### src/rtl/inst_fetch_unit_if.sv
// Fetch-side bundle: instruction-memory request/response channel plus the decode-facing
// instruction port. master = fetch unit, slave = memory/decode side.
interface inst_fetch_unit_if #(parameter int ADDR_W = 10);
  logic              imem_req_valid;
  logic              imem_req_ready;
  logic [ADDR_W-1:0] imem_req_addr;
  logic              imem_rsp_valid;
  logic [31:0]       imem_rsp_data;
  logic              imem_rsp_err;
  logic [31:0]       inst;
  logic [31:0]       inst_pc;
  logic              inst_valid;
  logic              inst_ready;

  modport master (
    output imem_req_valid, imem_req_addr, inst, inst_pc, inst_valid,
    input  imem_req_ready, imem_rsp_valid, imem_rsp_data, imem_rsp_err, inst_ready
  );
  modport slave (
    input  imem_req_valid, imem_req_addr, inst, inst_pc, inst_valid,
    output imem_req_ready, imem_rsp_valid, imem_rsp_data, imem_rsp_err, inst_ready
  );
endinterface

### src/rtl/inst_fetch_unit.sv
// Fetch stage: one outstanding word read per PC, instruction held for decode until consumed.
// Best case 3 cycles per instruction; request held until imem_req_ready, pc held via pc_hold.
module inst_fetch_unit #(
  parameter logic [31:0] BASE_ADDR = 32'h0040_0000,
  parameter int          ADDR_W    = 10,
  parameter int          TIMEOUT   = 255
) (
  input  logic              clock,
  input  logic              reset,
  input  logic [31:0]       pc,
  input  logic              flush,
  output logic              pc_hold,
  inst_fetch_unit_if.master bus,
  output logic              fault,
  output logic [31:0]       fault_pc
);
  localparam logic [2:0] IDLE  = 3'd0;
  localparam logic [2:0] REQ   = 3'd1;
  localparam logic [2:0] WAIT  = 3'd2;
  localparam logic [2:0] HOLD  = 3'd3;
  localparam logic [2:0] DROP  = 3'd4;
  localparam logic [2:0] FAULT = 3'd5;

  localparam logic [32:0] END_ADDR = {1'b0, BASE_ADDR} + (33'd4 << ADDR_W);
  localparam logic [7:0]  TMO_MAX  = 8'(TIMEOUT);

  logic [2:0]  state;
  logic [31:0] req_pc;
  logic [7:0]  tmo_cnt;
  logic        addr_ok;
  logic        req_fire;
  logic        consume;
  logic        tmo_hit;

  assign addr_ok = (pc[1:0] == 2'b00) && (pc >= BASE_ADDR) && ({1'b0, pc} < END_ADDR);
  assign bus.imem_req_valid = (state == REQ) && addr_ok;
  assign bus.imem_req_addr  = bus.imem_req_valid ? ADDR_W'((pc - BASE_ADDR) >> 2) : '0;

  assign req_fire = bus.imem_req_valid && bus.imem_req_ready;
  assign consume  = bus.inst_valid && bus.inst_ready;
  assign pc_hold  = ~(consume | flush);
  assign tmo_hit  = (tmo_cnt == TMO_MAX);

  always_ff @(posedge clock) begin
    if (reset) begin
      state          <= IDLE;
      bus.inst       <= 32'h0;
      bus.inst_pc    <= BASE_ADDR;
      bus.inst_valid <= 1'b0;
      fault          <= 1'b0;
      fault_pc       <= 32'h0;
      tmo_cnt        <= 8'd0;
      req_pc         <= BASE_ADDR;
    end else begin
      if (req_fire) req_pc <= pc;
      case (state)
        IDLE: state <= REQ;
        REQ: begin
          tmo_cnt <= 8'd0;
          if (flush) begin
            state <= req_fire ? DROP : REQ;
          end else if (!addr_ok) begin
            state    <= FAULT;
            fault    <= 1'b1;
            fault_pc <= pc;
          end else if (req_fire) begin
            state <= WAIT;
          end
        end
        WAIT: begin
          if (flush) begin
            // A response arriving with the flush retires the request, so nothing is left to drop.
            state   <= bus.imem_rsp_valid ? REQ : DROP;
            tmo_cnt <= 8'd0;
          end else if (bus.imem_rsp_valid) begin
            if (bus.imem_rsp_err) begin
              state    <= FAULT;
              fault    <= 1'b1;
              fault_pc <= req_pc;
            end else begin
              bus.inst       <= bus.imem_rsp_data;
              bus.inst_pc    <= req_pc;
              bus.inst_valid <= 1'b1;
              state          <= HOLD;
            end
          end else if (tmo_hit) begin
            state    <= FAULT;
            fault    <= 1'b1;
            fault_pc <= req_pc;
          end else begin
            tmo_cnt <= tmo_cnt + 8'd1;
          end
        end
        HOLD: begin
          if (flush || bus.inst_ready) begin
            bus.inst_valid <= 1'b0;
            state          <= REQ;
          end
        end
        DROP: begin
          if (bus.imem_rsp_valid) begin
            state <= REQ;
          end else if (tmo_hit) begin
            state    <= FAULT;
            fault    <= 1'b1;
            fault_pc <= req_pc;
          end else begin
            tmo_cnt <= tmo_cnt + 8'd1;
          end
        end
        FAULT:   state <= FAULT;
        default: state <= IDLE;
      endcase
    end
  end
endmodule

### src/flat_wrapper.sv
// flat-port wrapper written by rule: the top's interface ports become plain ports
module inst_fetch_unit_flat 
#(
  parameter logic [31:0] BASE_ADDR = 32'h0040_0000,
  parameter int          ADDR_W    = 10,
  parameter int          TIMEOUT   = 255
)
  (clock, reset, pc, flush, pc_hold, fault, fault_pc, bus_imem_req_valid, bus_imem_req_addr, bus_inst, bus_inst_pc, bus_inst_valid, bus_imem_req_ready, bus_imem_rsp_valid, bus_imem_rsp_data, bus_imem_rsp_err, bus_inst_ready);
  inst_fetch_unit_if #(.ADDR_W(ADDR_W)) bus_i ();
  input  logic clock;
  input  logic reset;
  input  logic [31:0] pc;
  input  logic flush;
  output logic pc_hold;
  output logic fault;
  output logic [31:0] fault_pc;
  output wire logic [$bits(bus_i.imem_req_valid)-1:0] bus_imem_req_valid;
  output wire logic [$bits(bus_i.imem_req_addr)-1:0] bus_imem_req_addr;
  output wire logic [$bits(bus_i.inst)-1:0] bus_inst;
  output wire logic [$bits(bus_i.inst_pc)-1:0] bus_inst_pc;
  output wire logic [$bits(bus_i.inst_valid)-1:0] bus_inst_valid;
  input wire logic [$bits(bus_i.imem_req_ready)-1:0] bus_imem_req_ready;
  input wire logic [$bits(bus_i.imem_rsp_valid)-1:0] bus_imem_rsp_valid;
  input wire logic [$bits(bus_i.imem_rsp_data)-1:0] bus_imem_rsp_data;
  input wire logic [$bits(bus_i.imem_rsp_err)-1:0] bus_imem_rsp_err;
  input wire logic [$bits(bus_i.inst_ready)-1:0] bus_inst_ready;
  assign bus_imem_req_valid = bus_i.imem_req_valid;
  assign bus_imem_req_addr = bus_i.imem_req_addr;
  assign bus_inst = bus_i.inst;
  assign bus_inst_pc = bus_i.inst_pc;
  assign bus_inst_valid = bus_i.inst_valid;
  assign bus_i.imem_req_ready = bus_imem_req_ready;
  assign bus_i.imem_rsp_valid = bus_imem_rsp_valid;
  assign bus_i.imem_rsp_data = bus_imem_rsp_data;
  assign bus_i.imem_rsp_err = bus_imem_rsp_err;
  assign bus_i.inst_ready = bus_inst_ready;
  inst_fetch_unit #(.BASE_ADDR(BASE_ADDR), .ADDR_W(ADDR_W), .TIMEOUT(TIMEOUT)) u_core (.clock(clock), .reset(reset), .pc(pc), .flush(flush), .pc_hold(pc_hold), .bus(bus_i), .fault(fault), .fault_pc(fault_pc));
endmodule
### config.mk
export PLATFORM = sky130hd
export DESIGN_NAME = inst_fetch_unit_flat
export DESIGN_NICKNAME = d
export VERILOG_FILES = /design/src/rtl/inst_fetch_unit_if.sv /design/src/rtl/inst_fetch_unit.sv /design/src/flat_wrapper.sv
export SDC_FILE = /design/constraint.sdc
export NUM_CORES = 1
export LEC_CHECK = 0
export ABC_AREA = 0
export CELL_PAD_IN_SITES_DETAIL_PLACEMENT = 2
export CELL_PAD_IN_SITES_GLOBAL_PLACEMENT = 2
export CORE_AREA = 2 2 152 154
export CTS_BUF_LIST = sky130_fd_sc_hd__clkbuf_16
export CTS_CLUSTER_SIZE = 14
export DETAILED_ROUTE_END_ITERATION = 10
export DIE_AREA = 0 0 154 156
export PLACE_DENSITY_LB_ADDON = 0.1
export SETUP_SLACK_MARGIN = 0.2
export SKIP_LAST_GASP = 1
export SYNTH_ARGS = -nofsm -noshare
export SYNTH_HDL_FRONTEND = slang
export SYNTH_SLANG_ARGS = --single-unit
### constraint.sdc
create_clock -name clock -period 6 [get_ports clock]
set_input_delay 1.8 -clock clock [delete_from_list [all_inputs] [get_ports clock]]
set_output_delay 1.8 -clock clock [all_outputs]
set_load 0.03 [all_outputs]
# After elaboration in Yosys (flattened, before gate mapping)
# Cells that the tools add are included.
dict set report word_totals {
  register_bits 141
  in_bits 71
  output_inout_bits 110
  wordCells 83
}
dict set report classes {
  n_addsub 2
  n_lt_le_gt_ge 2
  n_eq_ne 15
  n_mux 38
  bitwise_logic 4
  reduce_logical 14
}
# operator n
set op_table {}
lappend op_table {{2-to-1 mux 32 bit} 7}
lappend op_table {{one-hot mux 32 bit (3 select lines)} 1}
lappend op_table {{2-to-1 mux 3 bit} 11}
lappend op_table {{>= comparator 32 x 23 -> 1 bit, second input constant} 1}
lappend op_table {{less-than comparator 32 x 23 -> 1 bit, second input constant} 1}
lappend op_table {{2-to-1 mux 8 bit} 3}
lappend op_table {{one-hot mux 8 bit (3 select lines)} 1}
lappend op_table {{one-hot mux 3 bit (6 select lines)} 1}
lappend op_table {{!= test 2 bit, second input constant} 6}
lappend op_table {{subtractor 12 x 1 -> 12 bit, second input constant} 1}
lappend op_table {{2-to-1 mux 1 bit} 11}
lappend op_table {{2-to-1 mux 10 bit} 1}
lappend op_table {{adder 8 x 1 -> 8 bit, second input constant} 1}
lappend op_table {{equality test 8 bit, second input constant} 1}
lappend op_table {{equality test 3 x 2 -> 1 bit, second input constant} 2}
lappend op_table {{equality test 3 bit, second input constant} 2}
lappend op_table {{AND reduction 6 bit} 1}
lappend op_table {{logical AND 1 bit} 5}
lappend op_table {{AND reduction 5 bit} 1}
lappend op_table {{!= test 4 bit, second input constant} 1}
lappend op_table {{AND reduction 4 bit} 1}
lappend op_table {{equality test 3 x 1 -> 1 bit, second input constant} 1}
lappend op_table {{zero test 3 bit} 1}
lappend op_table {{!= test 3 bit, second input constant} 1}
lappend op_table {{10 further kinds} 12}

# Longest topological paths before layout
dict set report logic_depth {
  depth_word 9
  depth_mapped 8
  ltp_nobuf 6
}

# Worst setup path after synthesis
# OpenSTA, ideal clock, no wires.
dict set report synth_path {
  kind {input to output}
  startpoint {input port pc[28]}
  endpoint {output port bus_imem_req_addr[0]}
  arrival_time_ns 3.354
  setup_slack_ns 0.846
  cell_stages 6
  cell_sequence {nor4_1 > and4_1 > nand3_2 > inv_1 > clkbuf_1 > and2_1}
}
dict set report synth_between {
  elab_chain_cells 5
  elab_cells_between_ends 6
  classes_between {2 x order compare; 1 x mux; 3 x reduce/logical}
}
# item line
set synth_lines {}
lappend synth_lines {{from (decl)} flat_wrapper.sv:12} ;# input logic [31:0] pc;
lappend synth_lines {{>= comparator 32 x 23 -> 1 bit} inst_fetch_unit.sv:35} ;# assign addr_ok = (pc[1:0] == 2'b00) && (pc >= BASE_ADDR) && ({1'b0, pc} < END_ADDR);
lappend synth_lines {{logical AND 1 bit} inst_fetch_unit.sv:35}
lappend synth_lines {{logical AND 1 bit *} inst_fetch_unit.sv:35}
lappend synth_lines {{logical AND 1 bit *} inst_fetch_unit.sv:36} ;# assign bus.imem_req_valid = (state == REQ) && addr_ok;
lappend synth_lines {{net bus_imem_req_valid} flat_wrapper.sv:17} ;# output wire logic [$bits(bus_i.imem_req_valid)-1:0] bus_imem_req_valid;
lappend synth_lines {{2-to-1 mux 10 bit *} inst_fetch_unit.sv:37} ;# assign bus.imem_req_addr = bus.imem_req_valid ? ADDR_W'((pc - BASE_ADDR) >> 2) : '0;
lappend synth_lines {{to (decl)} flat_wrapper.sv:18} ;# output wire logic [$bits(bus_i.imem_req_addr)-1:0] bus_imem_req_addr;
# Mark *: on every way through the listed nets, which the timed path passes. The rest lies on a longest branch.

# Worst setup path in the final report
dict set report layout_path {
  startpoint {input port pc[30]}
  endpoint {output port bus_imem_req_addr[3]}
}
dict set report layout_between {
  elab_chain_cells 5
  elab_cells_between_ends 6
  classes_between {2 x order compare; 1 x mux; 3 x reduce/logical}
}
# item line
set layout_lines {}
lappend layout_lines {{>= comparator 32 x 23 -> 1 bit} inst_fetch_unit.sv:35}
lappend layout_lines {{logical AND 1 bit} inst_fetch_unit.sv:35}
lappend layout_lines {{logical AND 1 bit *} inst_fetch_unit.sv:35}
lappend layout_lines {{logical AND 1 bit *} inst_fetch_unit.sv:36}
lappend layout_lines {{2-to-1 mux 10 bit *} inst_fetch_unit.sv:37}
# Mark *: on every way between the ends. The rest lies on a longest branch, timed or not.

==> flow_summary.ini <==
[setup_path]
r2r_cells = 7
end_kind = output port
critPathKind = in2out
setup.worst_path.start_class = input port
worst_path_max_delay_cell = clkdlybuf4s50_1
crit_fanout = 11
crit_chain = clkdlybuf4s50_1 -> nor4_1 -> and4_1 -> nand3_2 -> clkinvlp_4 -> and2_1 -> buf_4
cp_slowest_stage_delay_ns = 0.51
arrival_ns = 3.77
worst_ep_required_time_ns = 4.20

[grt]
grt_pass1_vias = 7034
antenna_found_initial = 0
grt_overflow = 0
grt_pass1_wl_um = 40300
grt_start_max_net_pins = 71
grt_usage_pct = 21.5

[route]
wirelength_met1_um = 11200
wl_met2_um = 13000
top_layer = met4
wl_per_cell_um = 21.4
drt_first_pass_iters = 4
drcViolationCount = 0
antenna_left = 0
drtIter0Drc = 204
vias = 6373
via_per_inst = 5.32
wl_met3_um = 1010
routed_wl_um = 25600

[clock_tree]
postCtsHoldBufs = 0
clk_latency_ns = 0.43
clk_pin_slew_ns = 0.05
cts.sinks = 141
max-clock-path-buffers = 2
root_buffer = clkbuf_16
tritoncts = done
htreeDepth = 4
cts_buffers = 17

[worst_hold_path]
hold_path_depth = 2
hp-class = reg2reg

[floorplan]
die_area_um2 = 24000
rows = 55
die_x_um = 154
initial_core_util_pct = 29.4
core-area_um2 = 22400
io_pins = 181
die_h_um = 156

[placed_design]
post-dp-hpwl_um = 16900
placed_cells = 1168
port-buffer-count = 180
gp_congestion = 0.751

[final_layout]
diodes = 0
syn_to_final_growth_pct = 40.1
fin_nets = 974
final_cells = 1197
drive_above_1_share_pct = 14.3

[power]
power_leakage_uw = 0.00313
power_uw = 2550
vdd_drop_max_mv = 0.168
cellPowerDensity_nw_per_um2 = 277

[timing]
finalCritPeriodShare_pct = 92.8
finalSetupViolations = 0
finalMaxSlewViolations = 0
finalHoldViolCount = 0
tns_ns = 0
clock-skew-final_ns = 0.00865
max_freq_mhz = 180
worst_pin_slew_ns = 1.05
holdWs_ns = 0.452
slew-limit-headroom_pct = 29.5
rsz0062_at_grt = no
fin_crit_ns = 5.57

[logic_synthesis]
yosys_warnings = 0
ys_async_sr_fraction_pct = 0
yosysSeqAreaShare_pct = 42.9
ys_types = 51
dominantRegCellSynth = dfxtp_1
avgSynthCellArea_um2 = 8.75
ys_ff_latch = 141
syn_area_um2 = 6590
synthCells = 753
synth_edf_count = 0
syn_nets = 825

[flow_run]
drv_cap = 0

[run_status]
status = finished, final reports clean
-- per-stage QoR --
| step | area, um^2 | worst slack [ns] | utilization [%] |
|---|---|---|---|
| 2_1_floorplan | 6590 | 0.846 | - |
| 3_3_place_gp | 8580 | 0.390 | 38.3 |
| 3_5_place_dp | 8580 | 0.278 | 38.3 |
| 4_1_cts | 9220 | 0.274 | 41.2 |
| 5_1_grt | 9230 | 0.332 | 41.3 |
| 6_report | 9230 | 0.434 | 41.3 |
-- sequential cells by signal, indices dropped and copies added (netlist names) --
name                   flops
u_core.bus.inst           32
u_core.bus.inst_pc        32
u_core.bus.inst_valid      1
u_core.fault               1
u_core.fault_pc           32
u_core.req_pc             32
u_core.state               3
u_core.tmo_cnt             8
-- worst paths after layout --
path,to,start,slack [ns]
min,u_core.bus.inst_pc[0],u_core.bus.inst_pc[0],0.45
min reg2reg,u_core.bus.inst_pc[0],u_core.bus.inst_pc[0],0.45
max reg2reg,u_core.fault_pc[3],u_core.state[0],2.94
max,bus_imem_req_addr[3],pc[30],0.43
-- Yosys cell counts, drive strengths merged (2+ instances only) --
master,instances,area [um^2]
o31ai,2,15.0
o21a,2,15.0
nand4,2,12.5
nand2b,4,25.0
a31oi,4,25.0
mux2i,11,110
or3b,2,17.5
a22oi,32,240
nand2,164,616
dfxtp,141,2820
a22o,32,280
clkbuf,45,169
nor2b,2,12.5
buf,19,123
a211oi,2,20.0
nor4,10,92.6
nor3,5,35.0
or3,3,18.8
nor2,28,105
inv,8,30.0
and2,32,200
nand3,6,35.0
mux2,32,360
o21ai,7,35.0
a311oi,32,462
xnor2,4,35.0
nor4b,4,35.0
a21oi,106,534
-- power breakdown --
part	internal, uW	switching [uW]	leakage [uW]
combinational	161	205	0.00167
sequential	962	27.7	0.00114
clock	772	424	0.000315
total	1890	657	0.00313
-- cell families (layout without fill, tap and decap cells) --
logic type	Yosys count	in the layout	share of synthesized area, %
compound gates	224	224	25.5
simple gates	267	267	18.8
buf+inv	73	232	4.94
flops	141	141	42.9
fa+ha+maj	1	1	0.190
xor+xnor	4	4	0.532
mux	43	43	7.14
-- placed cells by master, fill, tap and decap left out, types with 2 or more instances in the layout --
cell type	instances
nor2_1	27
or3_1	3
nand2_1	163
xnor2_1	4
o31ai_1	2
inv_1	6
nor3_1	3
mux2_2	31
nand2b_1	4
a21oi_1	105
bufinv_16	6
nor4b_1	4
o21ai_0	6
nor4_4	2
nand4_1	2
clkbuf_16	17
a31oi_1	4
a311oi_2	29
clkinv_2	3
clkinvlp_4	2
nor4_1	8
nor2b_1	2
or3b_1	2
a311oi_1	3
nor3_4	2
dfxtp_1	141
nand3_1	5
a22o_1	32
buf_4	26
a22oi_1	32
mux2i_1	11
and2_1	31
clkdlybuf4s50_1	168
o21a_1	2
-- worst max-delay path: cells and delay by family --
family,cells,cell delay (ns)
buffers and inverters,3,0.91
and+or+nand+nor,4,1.05
-- routing by layer --
metal	track usage, %	vias up
li1	-	2984
met1	26.1	3210
met2	38.8	154
met3	3.97	25
met4	6.10	0
met5	0	-
-- cell type report --
type / instances / area [um^2]
flip-flops and latches: 141 / 2820
well taps: 285 / 357
clock buffers: 17 / 425
repair buffers: 194 / 1880
inverters: 9 / 37.5
fillers: 2441 / 13100
clock inverters: 12 / 220
multi-input cells: 539 / 3490
-- repair_timing --
item                                   CTS  global route
setup endpoints to repair                0             3
setup buffers                            0             0
endpoints found under the hold margin    0             0
gates resized for setup                  0             1
(Power assumes the default switching activity.)
